## config.mk

```make
export PLATFORM = sky130hd
export DESIGN_NAME = apb_multi_region_slave
export DESIGN_NICKNAME = d
export VERILOG_FILES = /design/src/rtl/apb_multi_region_slave.sv
export SDC_FILE = /design/constraint.sdc
export NUM_CORES = 2
export LEC_CHECK = 0
export BUFFER_PORTS_ARGS = -buffer_cell sky130_fd_sc_hd__buf_4
export CAP_MARGIN = 20
export CORE_AREA = 2 2 429 431
export DETAILED_ROUTE_END_ITERATION = 10
export DIE_AREA = 0 0 431 433
export PLACE_DENSITY_LB_ADDON = 0.2
export SYNTH_ARGS = -nofsm -noshare
export SYNTH_HDL_FRONTEND = slang
export SYNTH_SLANG_ARGS = --single-unit
```

## constraint.sdc

```tcl
create_clock -name PCLK -period 2.6 [get_ports PCLK]
set_input_delay 0.52 -clock PCLK [delete_from_list [all_inputs] [get_ports PCLK]]
set_output_delay 0.52 -clock PCLK [all_outputs]
set_load 0.005 [all_outputs]
```

## src/rtl/apb_multi_region_slave.sv

```systemverilog
// apb_multi_region_slave: APB4 completer with decoded register regions, wait states, strobes and PSLVERR
module apb_multi_region_slave #(
  parameter int DATA_W = 32,
  parameter int ADDR_W = 16,
  parameter int NUM_SLAVES = 4,
  parameter int DEPTH = 16,
  parameter int WAIT_CYCLES = 0,
  parameter logic [NUM_SLAVES-1:0] SLAVE_MASK = {NUM_SLAVES{1'b1}}
) (
  input  logic              PCLK,
  input  logic              PRESET,
  input  logic              PSEL,
  input  logic              PENABLE,
  input  logic              PWRITE,
  input  logic [ADDR_W-1:0] PADDR,
  input  logic [DATA_W-1:0] PWDATA,
  input  logic [DATA_W/8-1:0] PSTRB,
  output logic [DATA_W-1:0] PRDATA,
  output logic              PREADY,
  output logic              PSLVERR
);
  localparam int SB = DATA_W / 8;
  localparam int BB = $clog2(SB);
  localparam int WI = $clog2(DEPTH);
  localparam int RB = $clog2(NUM_SLAVES);
  localparam logic [ADDR_W-1:0] GAP_MASK = ({ADDR_W{1'b1}} >> (RB + BB + WI)) << (BB + WI);
  typedef enum logic [1:0] {IDLE, WAIT, DONE} state_t;
  state_t state_q, state_d, first_state;
  logic [3:0] cnt_q, cnt_d;
  logic [RB-1:0] rgn, rgn_q;
  logic [WI-1:0] idx, idx_q;
  logic err, err_q, write_q, setup, wr_en;
  logic [DATA_W-1:0] wdata_q;
  logic [SB-1:0] strb_q;
  logic [DATA_W-1:0] rd_word [NUM_SLAVES];
  assign rgn = PADDR[ADDR_W-1 -: RB];
  assign idx = PADDR[BB +: WI];
  assign err = !SLAVE_MASK[rgn] || (|PADDR[BB-1:0]) || (|(PADDR & GAP_MASK));
  assign setup = PSEL && !PENABLE;
  assign first_state = (WAIT_CYCLES == 0) ? DONE : WAIT;
  assign wr_en = (state_q == DONE) && PSEL && PENABLE && write_q && !err_q;
  assign PREADY = (state_q == DONE);
  assign PSLVERR = (state_q == DONE) && err_q;
  always_comb begin
    state_d = IDLE;
    cnt_d = cnt_q;
    state_d = setup ? first_state :
              (state_q == WAIT && PSEL && cnt_q == 4'd1) ? DONE :
              (state_q == WAIT && PSEL) ? WAIT : IDLE;
    cnt_d = setup ? 4'(WAIT_CYCLES) :
            (state_q == WAIT && PSEL && PENABLE) ? cnt_q - 4'd1 : cnt_q;
  end
  always_ff @(posedge PCLK) begin
    if (PRESET) begin
      state_q <= IDLE;
      cnt_q <= '0;
      PRDATA <= '0;
      rgn_q <= '0;
      idx_q <= '0;
      err_q <= 1'b0;
      write_q <= 1'b0;
      wdata_q <= '0;
      strb_q <= '0;
    end else begin
      state_q <= state_d;
      cnt_q <= cnt_d;
      if (setup) begin
        rgn_q <= rgn;
        idx_q <= idx;
        err_q <= err;
        write_q <= PWRITE;
        wdata_q <= PWDATA;
        strb_q <= PSTRB;
        PRDATA <= (!PWRITE && !err) ? rd_word[rgn] : '0;
      end
    end
  end
  // Unimplemented regions get no storage and read back as zero.
  for (genvar r = 0; r < NUM_SLAVES; r++) begin : g_reg
    if (SLAVE_MASK[r]) begin : g_mem
      logic [DATA_W-1:0] mem [DEPTH];
      always_ff @(posedge PCLK) begin
        if (PRESET) begin
          for (int i = 0; i < DEPTH; i++) mem[i] <= '0;
        end else if (wr_en && rgn_q == RB'(r)) begin
          for (int j = 0; j < SB; j++) if (strb_q[j]) mem[idx_q][8*j +: 8] <= wdata_q[8*j +: 8];
        end
      end
      assign rd_word[r] = mem[idx];
    end else begin : g_none
      assign rd_word[r] = '0;
    end
  end
endmodule

```

==> results.yml <==
clock_network:
  clk_root_buffer_cell: "clkbuf_16"
  cts_tree: "done"
  clkSinkCount: 2130
  clkLatencyLatePin_ns: 0.87
  clk_pin_slew_worst_paths_ns: 0.06
  cts_setup_buffers: 0
  ctsLongestPathBuffers: 3
  htreeDepth: 4
  numCtsBuffers: 216
yosys:
  synthArstFlopShare: 0
  ys_warn_count: 0
  synthFlopType: "edfxtp_1"
  synth_seq_area_share: 0.633
  avgSynthCellArea_um2: 14.2
  ys_seq_elements: 2130
  syn_inst: 7002
  syn-cell-area_mm2: 0.0997
  synth-edff-count: 2048
  synthDistinctLibCells: 60
  synth_nets: 7061
drt:
  ant_nets: 0
  drc: 0
  viasPerCell: 6.61
  wl_um: 309000
  drtPass1Iterations: 6
  num_vias: 67200
  drt_iter0_drc: 9222
  routedWlPerCell_um: 30.4
die:
  die_x_um: 431
  die_area_mm2: 0.187
  ios: 91
  die_h_um: 433
  start_util: 0.547
  core-area_mm2: 0.182
  row_count: 157
cells_and_area:
  layout_commonest_cell: "and3_1"
  nets: 7644
  regArea_mm2: 0.0632
  design_area_mm2: 0.119
  num-fill-cells: 12800
  drive_gt1_frac: 0.267
  multi_input_area_mm2: 0.0321
  layout_common_cells: "2051 x and3_1, 2048 x edfxtp_1, 1067 x buf_4"
  area_delta_synth_final_pct: 19.2
worst_setup_path:
  cp_cell_sequence: "and2b_1, nand4_1, buf_4, or2_1, nor3_1, buf_4, and2_4, buf_12, buf_4, and3_1"
  slowest_delay_ns: 0.31
  cp_common_cell: "buf_4"
  cp-start-kind: "register"
  path_class: "reg -> reg"
  cp_data_required_time_ns: 3.32
  cp.buffers_inverters: 4
  cpLargestDelayFamily: "simple AND/OR/NAND/NOR gates"
  arrival_ns: 3.24
  critPathMaxFanout: 31
  slowest_stage: "dfxtp_1"
  endpoint_kind: "register"
power_and_ir_drop:
  ir_worst_vdd_mv: 0.604
  power.leakage_nw: 53.7
  p_total_w: 0.0776
  power_density_mw_per_mm2: 653
timing:
  worst_slew_pin_slew_ns: 0.938
  min_period_ns: 2.53
  final_hold_viol_count: 0
  max_freq_mhz: 396
  fin_skew_ns: 0.0307
  slew_headroom: 0.374
  layout_setup_ws_ns: 0.0747
  setup_viol: 0
  post-route-period-util: 0.971
  report.final.slew_viol_count: 0
  fin_setup_tns_ns: 0
flow_run:
  max_cap_viol_count: 0
global_routing:
  grt_pass1_vias: 66400
  grt_pass1_wl_um: 451000
  antenna_found_initial: 15
  grt_start_max_net_pins: 98
  grt_usage: 0.330
  gr-total-overflow: 0
placed_design:
  placed_cell_area_mm2: 0.111
  dp_slack_ns: -0.506
  gp_congestion: 0.879
  hpwl_um: 202000
  io_buffers: 90
worst_hold_path:
  hp-class: "in -> reg"
outcome:
  status: "complete, no violations"
-- worst paths after layout --
path / end / cells past startpoint / slack, ns / from
max reg2reg: g_reg[2].g_mem.mem[4][12] / 10 / 0.07 / state_q[0]
max: g_reg[2].g_mem.mem[4][12] / 10 / 0.07 / state_q[0]
min reg2reg: write_q / 2 / 0.46 / write_q
min: idx_q[3] / 3 / 0.06 / PADDR[5]
-- stage by stage --
stage | utilization | hold WS, ns | cells
after floorplan | - | 0.432 | 7002
after global placement | 0.611 | 0.439 | 9716
after detailed placement | 0.611 | 0.442 | 9716
after CTS | 0.652 | 0.00878 | 10200
after global routing | 0.653 | 0.0456 | 10200
final | 0.653 | 0.0638 | 10200
-- layer usage --
layer,vias to the layer above,global-route usage,wire length (um)
li1,28500,-,-
met1,34100,0.455,118000
met2,3879,0.517,144000
met3,707,0.0521,31000
met4,6,0.156,15900
met5,-,0,35
-- state kept, by name, summed over array words and instances (netlist names) --
signal       count
g.g_mem.mem   2048
PRDATA          32
wdata_q         32
cnt_q            4
idx_q            4
strb_q           4
rgn_q            2
state_q          2
err_q            1
write_q          1
-- Yosys cell counts, types with 5 or more instances --
library cell | instances | area, um^2
mux4_2 | 295 | 6640
nor3_2 | 6 | 60.1
a221oi_1 | 50 | 438
mux2_2 | 8 | 90.1
buf_6 | 44 | 495
a211oi_1 | 19 | 143
a21o_1 | 256 | 1920
mux2i_1 | 530 | 5310
clkbuf_2 | 16 | 80.1
buf_1 | 14 | 52.6
nand2b_1 | 9 | 56.3
o221ai_1 | 5 | 43.8
a22oi_1 | 153 | 1150
a2111oi_2 | 9 | 135
buf_8 | 9 | 135
o211ai_1 | 6 | 45.0
dfxtp_1 | 82 | 1640
buf_12 | 12 | 240
a2111oi_0 | 10 | 87.6
buf_4 | 46 | 345
buf_2 | 109 | 546
clkbuf_1 | 736 | 2760
o21ai_0 | 5 | 25.0
and3_1 | 2051 | 12800
a221oi_2 | 19 | 285
a22o_1 | 54 | 473
and2_1 | 22 | 138
o22ai_1 | 29 | 181
a31oi_1 | 7 | 43.8
inv_1 | 5 | 18.8
nor2b_1 | 18 | 113
a21oi_1 | 104 | 521
nor3_1 | 5 | 25.0
a221o_1 | 16 | 160
a211o_1 | 5 | 43.8
edfxtp_1 | 2048 | 61500
nor2_1 | 25 | 93.8
nor4_1 | 8 | 50.1
nand2_1 | 122 | 458
-- worst register-to-register path, delay by kind of cell, from the launching register on --
family / cells / cell delay, ns
flops: 1 / 0.31
simple gates: 6 / 1.24
buf+inv: 4 / 0.83
-- area by class of cell --
class,count,area share
clock inverters,136,0.0117
repair buffers,1351,0.112
flip-flops and latches,2130,0.532
clock buffers,273,0.0492
well taps,2385,0.0251
inverters,5,0.000158
diodes,6,0.000126
multi-input cells,3881,0.270
-- what timing repair did --
| item | CTS | global route |
|---|---|---|
| endpoints found under the setup margin | 0 | 52 |
| endpoints found under the hold margin | 36 | 0 |
| hold buffers | 36 | 0 |
| gates resized for setup | 0 | 3 |
-- report_power, final --
group	internal, W	leakage, nW	switching, W
Clock	0.0185	3.56	0.0135
Sequential	0.0386	21.9	0.000480
Combinational	0.00281	28.2	0.00375
-- cells by family after synthesis --
family,after synthesis,share of synthesized area
muxes,833,0.121
adders and majority gates,2,0.000251
buffers and inverters,991,0.0469
DFF,2130,0.633
and+or+nand+nor,2288,0.140
AOI/OAI and AO/OA,755,0.0579
xor gates and xnor gates,3,0.000264
Power figures use the tool's default switching activity.
